$ cat config.mk
export PLATFORM = sky130hd
export DESIGN_NAME = mips32_prog_loader
export DESIGN_NICKNAME = d
export VERILOG_FILES = /design/src/rtl/mips32_prog_loader.sv
export SDC_FILE = /design/constraint.sdc
export NUM_CORES = 1
export LEC_CHECK = 0
export CAP_MARGIN = 20
export CORE_AREA = 5 5 132 84
export CTS_CLUSTER_SIZE = 10
export DETAILED_ROUTE_END_ITERATION = 10
export DIE_AREA = 0 0 137 89
export PLACE_DENSITY_LB_ADDON = 0.25
export SYNTH_ARGS = -nofsm -noshare
export SYNTH_HDL_FRONTEND = slang
export SYNTH_SLANG_ARGS = --single-unit
export TNS_END_PERCENT = 20
$ cat constraint.sdc
create_clock -name clk1 -period 2.2 [get_ports clk1]
set_input_delay 0.44 -clock clk1 [delete_from_list [all_inputs] [get_ports clk1]]
set_output_delay 0.44 -clock clk1 [all_outputs]
set_load 0.1 [all_outputs]
$ cat src/rtl/mips32_prog_loader.sv
// Framed byte-stream program loader for the mips32 core: loads memory words, releases the core,
// waits for HLT and, when PROG_LOADER_DUMP_EN is defined, streams R0..R(DUMP_REGS-1) out as bytes.
module mips32_prog_loader #(
  parameter int ADDR_W    = 10,
  parameter int DUMP_REGS = 6
) (
  input  logic              clk1,
  input  logic              rst_n,
  input  logic [7:0]        rx_data,
  input  logic              rx_valid,
  output logic              rx_ready,
  output logic              mem_we,
  output logic [ADDR_W-1:0] mem_addr,
  output logic [31:0]       mem_wdata,
  output logic              cpu_hold,
  output logic              cpu_start,
  input  logic              cpu_halted,
  output logic [4:0]        reg_raddr,
  input  logic [31:0]       reg_rdata,
  output logic [7:0]        tx_data,
  output logic              tx_valid,
  input  logic              tx_ready,
  output logic              busy,
  output logic              err
);

  localparam logic [7:0] SYNC = 8'hA5;

  typedef enum logic [3:0] {
    IDLE,
    ADDR_H,
    ADDR_L,
    CNT_H,
    CNT_L,
    DATA,
    START,
    RUN
`ifdef PROG_LOADER_DUMP_EN
    , DUMP
`endif
  } state_t;

  state_t            state_reg, state_next;
  logic [7:0]        hi_reg, hi_next;
  logic [ADDR_W-1:0] addr_reg, addr_next;
  logic [15:0]       count_reg, count_next;
  logic [1:0]        byte_cnt_reg, byte_cnt_next;
  logic [31:0]       asm_reg, asm_next;
  logic              mem_we_reg, mem_we_next;
  logic [ADDR_W-1:0] mem_addr_reg, mem_addr_next;
  logic [31:0]       mem_wdata_reg, mem_wdata_next;
  logic              hold_reg, hold_next;
  logic              fire_reg, fire_next;
  logic              err_reg, err_next;
  logic              rx_take;
  logic [15:0]       rx_pair;

`ifdef PROG_LOADER_DUMP_EN
  localparam logic [4:0] LAST_REG = 5'(DUMP_REGS - 1);

  logic [31:0] word_reg, word_next;
  logic [1:0]  tx_cnt_reg, tx_cnt_next;
  logic        tx_valid_reg, tx_valid_next;
  logic [4:0]  reg_idx_reg, reg_idx_next;
`else
  logic unused_dump_inputs;
  assign unused_dump_inputs = ^{reg_rdata, tx_ready};
`endif

  assign rx_ready = (state_reg == IDLE) || (state_reg == ADDR_H) || (state_reg == ADDR_L) ||
                    (state_reg == CNT_H) || (state_reg == CNT_L) || (state_reg == DATA);
  assign rx_take  = rx_valid && rx_ready;
  assign rx_pair  = {hi_reg, rx_data};

  always_comb begin
    state_next     = state_reg;
    hi_next        = hi_reg;
    addr_next      = addr_reg;
    count_next     = count_reg;
    byte_cnt_next  = byte_cnt_reg;
    asm_next       = asm_reg;
    mem_we_next    = 1'b0;
    mem_addr_next  = mem_addr_reg;
    mem_wdata_next = mem_wdata_reg;
    hold_next      = hold_reg;
    fire_next      = 1'b0;
    err_next       = 1'b0;
`ifdef PROG_LOADER_DUMP_EN
    word_next      = word_reg;
    tx_cnt_next    = tx_cnt_reg;
    tx_valid_next  = tx_valid_reg;
    reg_idx_next   = reg_idx_reg;
`endif
    case (state_reg)
      IDLE: begin
        if (rx_take) begin
          if (rx_data == SYNC) begin
            state_next = ADDR_H;
            hold_next  = 1'b1;
          end else begin
            err_next = 1'b1;
          end
        end
      end
      ADDR_H: begin
        if (rx_take) begin
          hi_next    = rx_data;
          state_next = ADDR_L;
        end
      end
      ADDR_L: begin
        if (rx_take) begin
          addr_next  = ADDR_W'(rx_pair);
          state_next = CNT_H;
        end
      end
      CNT_H: begin
        if (rx_take) begin
          hi_next    = rx_data;
          state_next = CNT_L;
        end
      end
      CNT_L: begin
        if (rx_take) begin
          count_next    = rx_pair;
          byte_cnt_next = 2'd0;
          state_next    = (rx_pair == 16'd0) ? START : DATA;
        end
      end
      DATA: begin
        if (rx_take) begin
          asm_next      = {asm_reg[23:0], rx_data};
          byte_cnt_next = byte_cnt_reg + 2'd1;
          if (byte_cnt_reg == 2'd3) begin
            mem_we_next    = 1'b1;
            mem_addr_next  = addr_reg;
            mem_wdata_next = {asm_reg[23:0], rx_data};
            addr_next      = addr_reg + 1'b1;
            count_next     = count_reg - 16'd1;
            if (count_reg == 16'd1) begin
              state_next = START;
            end
          end
        end
      end
      START: begin
        // First cycle overlaps the final write strobe; the core is released on the second.
        if (!fire_reg) begin
          fire_next = 1'b1;
          hold_next = 1'b0;
        end else begin
          state_next = RUN;
        end
      end
      RUN: begin
        if (cpu_halted) begin
`ifdef PROG_LOADER_DUMP_EN
          state_next    = DUMP;
          word_next     = reg_rdata;
          tx_cnt_next   = 2'd0;
          tx_valid_next = 1'b1;
`else
          state_next = IDLE;
`endif
        end
      end
`ifdef PROG_LOADER_DUMP_EN
      DUMP: begin
        if (tx_valid_reg) begin
          if (tx_ready) begin
            word_next   = {word_reg[23:0], 8'h00};
            tx_cnt_next = tx_cnt_reg + 2'd1;
            if (tx_cnt_reg == 2'd3) begin
              tx_valid_next = 1'b0;
              if (reg_idx_reg == LAST_REG) begin
                reg_idx_next = 5'd0;
                state_next   = IDLE;
              end else begin
                reg_idx_next = reg_idx_reg + 5'd1;
              end
            end
          end
        end else begin
          // Capture cycle: reg_raddr already points at the next register.
          word_next     = reg_rdata;
          tx_cnt_next   = 2'd0;
          tx_valid_next = 1'b1;
        end
      end
`endif
      default: state_next = IDLE;
    endcase
  end

  always_ff @(posedge clk1) begin
    if (!rst_n) begin
      state_reg     <= IDLE;
      hi_reg        <= 8'h00;
      addr_reg      <= '0;
      count_reg     <= 16'd0;
      byte_cnt_reg  <= 2'd0;
      asm_reg       <= 32'd0;
      mem_we_reg    <= 1'b0;
      mem_addr_reg  <= '0;
      mem_wdata_reg <= 32'd0;
      hold_reg      <= 1'b1;
      fire_reg      <= 1'b0;
      err_reg       <= 1'b0;
`ifdef PROG_LOADER_DUMP_EN
      word_reg      <= 32'd0;
      tx_cnt_reg    <= 2'd0;
      tx_valid_reg  <= 1'b0;
      reg_idx_reg   <= 5'd0;
`endif
    end else begin
      state_reg     <= state_next;
      hi_reg        <= hi_next;
      addr_reg      <= addr_next;
      count_reg     <= count_next;
      byte_cnt_reg  <= byte_cnt_next;
      asm_reg       <= asm_next;
      mem_we_reg    <= mem_we_next;
      mem_addr_reg  <= mem_addr_next;
      mem_wdata_reg <= mem_wdata_next;
      hold_reg      <= hold_next;
      fire_reg      <= fire_next;
      err_reg       <= err_next;
`ifdef PROG_LOADER_DUMP_EN
      word_reg      <= word_next;
      tx_cnt_reg    <= tx_cnt_next;
      tx_valid_reg  <= tx_valid_next;
      reg_idx_reg   <= reg_idx_next;
`endif
    end
  end

  assign mem_we    = mem_we_reg;
  assign mem_addr  = mem_addr_reg;
  assign mem_wdata = mem_wdata_reg;
  assign cpu_hold  = hold_reg;
  assign cpu_start = (state_reg == START) && fire_reg;
  assign busy      = (state_reg != IDLE);
  assign err       = err_reg;

`ifdef PROG_LOADER_DUMP_EN
  assign reg_raddr = reg_idx_reg;
  assign tx_data   = word_reg[31:24];
  assign tx_valid  = tx_valid_reg;
`else
  assign reg_raddr = 5'd0;
  assign tx_data   = 8'h00;
  assign tx_valid  = 1'b0;
`endif

endmodule

==> impl_metrics.py <==
metrics = {
    "worst_setup_path": {
        "crit_path_start": "state_reg[2]",
        "r2r_setup_slack_ns": 0.22,
        "max_stage_delay_ns": 0.64,
        "r2r_start": "state_reg[0]",
        "cp.required_ns": 1.76,
        "start_kind": "flop",
        "cp_slowest_cell": "dfxtp_1",
        "endpoint": "cpu_start",
        "cp_cell_sequence": "nand2_4 > nor3b_4 > buf_12",
        "critPathMaxFanout": 13,
        "arrival_ns": 1.61,
        "r2r-end": "state_reg[0]",
        "worstSetupPathDepth": 3,
        "crit_family": "flip-flops",
        "crit_path_end_kind": "primary output",
        "worstRegToRegCells": 7,
        "critPathBufInv": 1,
        "path_class": "flop to primary output",
    },
    "floorplan": {
        "die_w_um": 137,
        "core-area_um2": 9630,
        "start_util_pct": 49.4,
        "rows": 28,
        "die_area_um2": 12200,
        "num_io_pins": 107,
        "die_h_um": 89,
    },
    "grt": {
        "grt_max_degree": 53,
        "grt_usage_pct": 22.5,
        "grt_pass1_wl_um": 21700,
        "antenna_found_initial": 0,
        "grt_overflow_total": 0,
        "grt_pass1_vias": 4275,
    },
    "synthesis": {
        "synth_area_um2": 4750,
        "synthMuxAreaShare_pct": 2.11,
        "ys_types": 53,
        "synth_flop_cell": "dfxtp_1",
        "synth_edf_count": 0,
        "synth_top_cells_by_count": "159 x nand2_1, 109 x dfxtp_1, 92 x a21oi_1, 46 x nor2_1, 30 x clkbuf_1",
        "syn_inst": 611,
        "synth.avg_cell_area_um2": 7.78,
        "synth_most_common_cell": "nand2_1",
        "synthAdderAreaFrac_pct": 1.05,
        "synth_top_area_share_pct": 45.9,
        "synth_area_leader_cell": "dfxtp_1",
        "yosys_warnings": 0,
        "yosys_register_bits": 109,
        "yosys.area_share.xor_xnor_pct": 0,
        "ys_top_cells_by_area": "dfxtp_1 46%, nand2_1 13%, a21oi_1 9.7%",
        "synth_top_family_by_area": "simple AND/OR/NAND/NOR gates",
        "synthArstFlopShare_pct": 0,
        "synth_compound_area_share_pct": 19.6,
        "ys_seq_area_share_pct": 45.9,
        "synth-simple-area-share_pct": 25.0,
    },
    "route": {
        "antenna_left": 0,
        "drc": 1,
        "vias_per_cell": 5.52,
        "num_vias": 4490,
        "drtPass1Iterations": 8,
        "drt_iter0_markers": 450,
        "drt-total-wl_um": 13100,
        "wl_per_cell_um": 16.1,
    },
    "placement": {
        "place_congestion": 0.886,
        "hpwl_um": 9210,
        "io_buffers": 59,
        "placed_cells": 798,
        "dp_slack_ns": -0.0190,
    },
    "cells_and_area": {
        "multi_input_area_um2": 2350,
        "diodes": 0,
        "fillers": 888,
        "layout.nets": 723,
        "instances_no_fill": 814,
        "synthToLayoutAreaGrowth_pct": 23.7,
        "largest_reg_flops": 32,
        "drive_above_1_share_pct": 16.6,
        "regArea_um2": 2180,
    },
    "worst_hold_path": {
        "min_path_type": "flop to flop",
        "hp-start": "mem_wdata[22]",
    },
    "cts": {
        "clock_latency_ns": 0.35,
        "clock_sinks": 109,
        "cts_tree": "yes",
        "cts-htree-levels": 3,
        "cts_buffer_depth": 2,
        "clk_pin_slew_worst_paths_ns": 0.07,
        "cts_setup_buffers": 0,
        "clockRootBuffer": "clkbuf_16",
        "cts_buffers": 9,
    },
    "power": {
        "clkPwrFrac_pct": 37.6,
        "comb_power_share_pct": 15.3,
        "power_switching_mw": 1.32,
        "ir_drop_mv": 0.838,
        "power_mw": 4.45,
        "pwr-share-seq_pct": 47.1,
        "internal_power_mw": 3.14,
        "power_density_nw_per_um2": 757,
        "p_leak_nw": 2.31,
        "switching_share_pct": 29.5,
    },
    "sta": {
        "rsz0062_at_grt": "false",
        "fin_crit_ns": 2.05,
        "fin_tns_setup_ns": 0,
        "max_slew.worst_pin.slew_ns": 0.619,
        "fmax_ghz": 0.489,
        "relSlewSlack_pct": 58.4,
        "fin_ws_ns": 0.155,
        "hold_viol_final": 0,
        "fin_crit_sh_pct": 93.0,
        "drv_slew": 0,
        "fin_worst_skew_ns": 0.00869,
        "setup_violations": 0,
    },
    "outcome": {
        "status": "finished with violations",
        "violations": "design-rule violations",
    },
    "run": {
        "maxCapViolCount": 0,
    },
}
==> per-layer routing <==
metal  wire, µm  part of all wire [%]  global-route usage, %  vias up
li1           -                     -                      -     2208
met1       6360                    49                   32.5     2084
met2       5570                    43                   34.2      179
met3        985                   7.5                   5.23       19
met4        163                   1.2                   5.34        0
met5          0                     0                      0        -
==> through the flow <==
step	util (%)	area [µm²]	hold slack [ns]
after floorplan	-	4820	0.432
after global placement	57.8	5570	0.443
after detailed placement	57.8	5570	0.450
after CTS	61.0	5880	0.460
after global routing	61.1	5880	0.476
final	61.1	5880	0.455
==> cells by family (layout without fill, tap and decap cells) <==
| family | Yosys count | count (layout) |
|---|---|---|
| fa+ha+maj | 4 | 4 |
| other cells | 1 | 14 |
| mux | 10 | 10 |
| flops | 109 | 109 |
| compound gates | 161 | 161 |
| simple gates | 264 | 264 |
| buf+inv | 62 | 117 |
==> power by group through the flow <==
stage               clock (mW)  sequential, mW  combinational, mW
floorplan                    0            2.11              0.485
global placement             0            2.13              0.652
detailed placement           0            2.14              0.668
CTS                       1.70            2.09              0.672
global route              1.78            2.10              0.717
finish                    1.68            2.10              0.682
==> placed cells by master, fill, tap and decap left out, types with 3 or more instances in the layout <==
cell type / instances
nand2_1: 158
dfxtp_1: 109
a21oi_1: 92
buf_4: 74
nor2_1: 46
o21ai_0: 20
conb_1: 14
nand3_1: 12
a31oi_1: 11
clkdlybuf4s50_1: 11
mux2i_1: 10
clkbuf_16: 9
buf_12: 9
nor3_1: 7
inv_1: 6
and3_1: 4
o22ai_1: 4
a22oi_1: 4
nor4_1: 4
ha_1: 4
o21a_1: 3
and4_1: 3
nand4_1: 3
nand3b_1: 3
o221a_2: 3
o31ai_1: 3
and2_1: 3
a21boi_0: 3
a41oi_1: 3
or4_1: 3
==> repair_timing <==
item                                    CTS  global route
endpoints found under the hold margin     0             0
hold buffers                              0             0
gates resized for setup                   0             1
endpoints found under the setup margin    0             1
==> worst reg2reg max path: stages (launching register included) <==
cell	delay (ns)
dfxtp_1	0.70
buf_4	0.26
mux2i_1	0.09
o22ai_1	0.22
a2bb2oi_1	0.27
buf_4	0.16
o21ai_0	0.06
a31oi_1	0.15
==> how the worst min path moves through the flow <==
stage | endpoint | cells after the start
after floorplan | mem_wdata[24] | 2
after global placement | byte_cnt_reg[1] | 2
after detailed placement | mem_wdata[18] | 2
after CTS | mem_wdata[18] | 2
after global routing | asm_reg[22] | 2
final | mem_wdata[22] | 2
==> area by class of cell <==
type	count	share of cell area [%]
Multi-Input combinational cell	453	40.0
Sequential cell	109	37.1
Timing Repair Buffer	94	14.4
Clock buffer	9	3.83
Tap cell	135	2.87
Clock inverter	7	1.38
Inverter	7	0.447
Power figures use the tool's default switching activity.
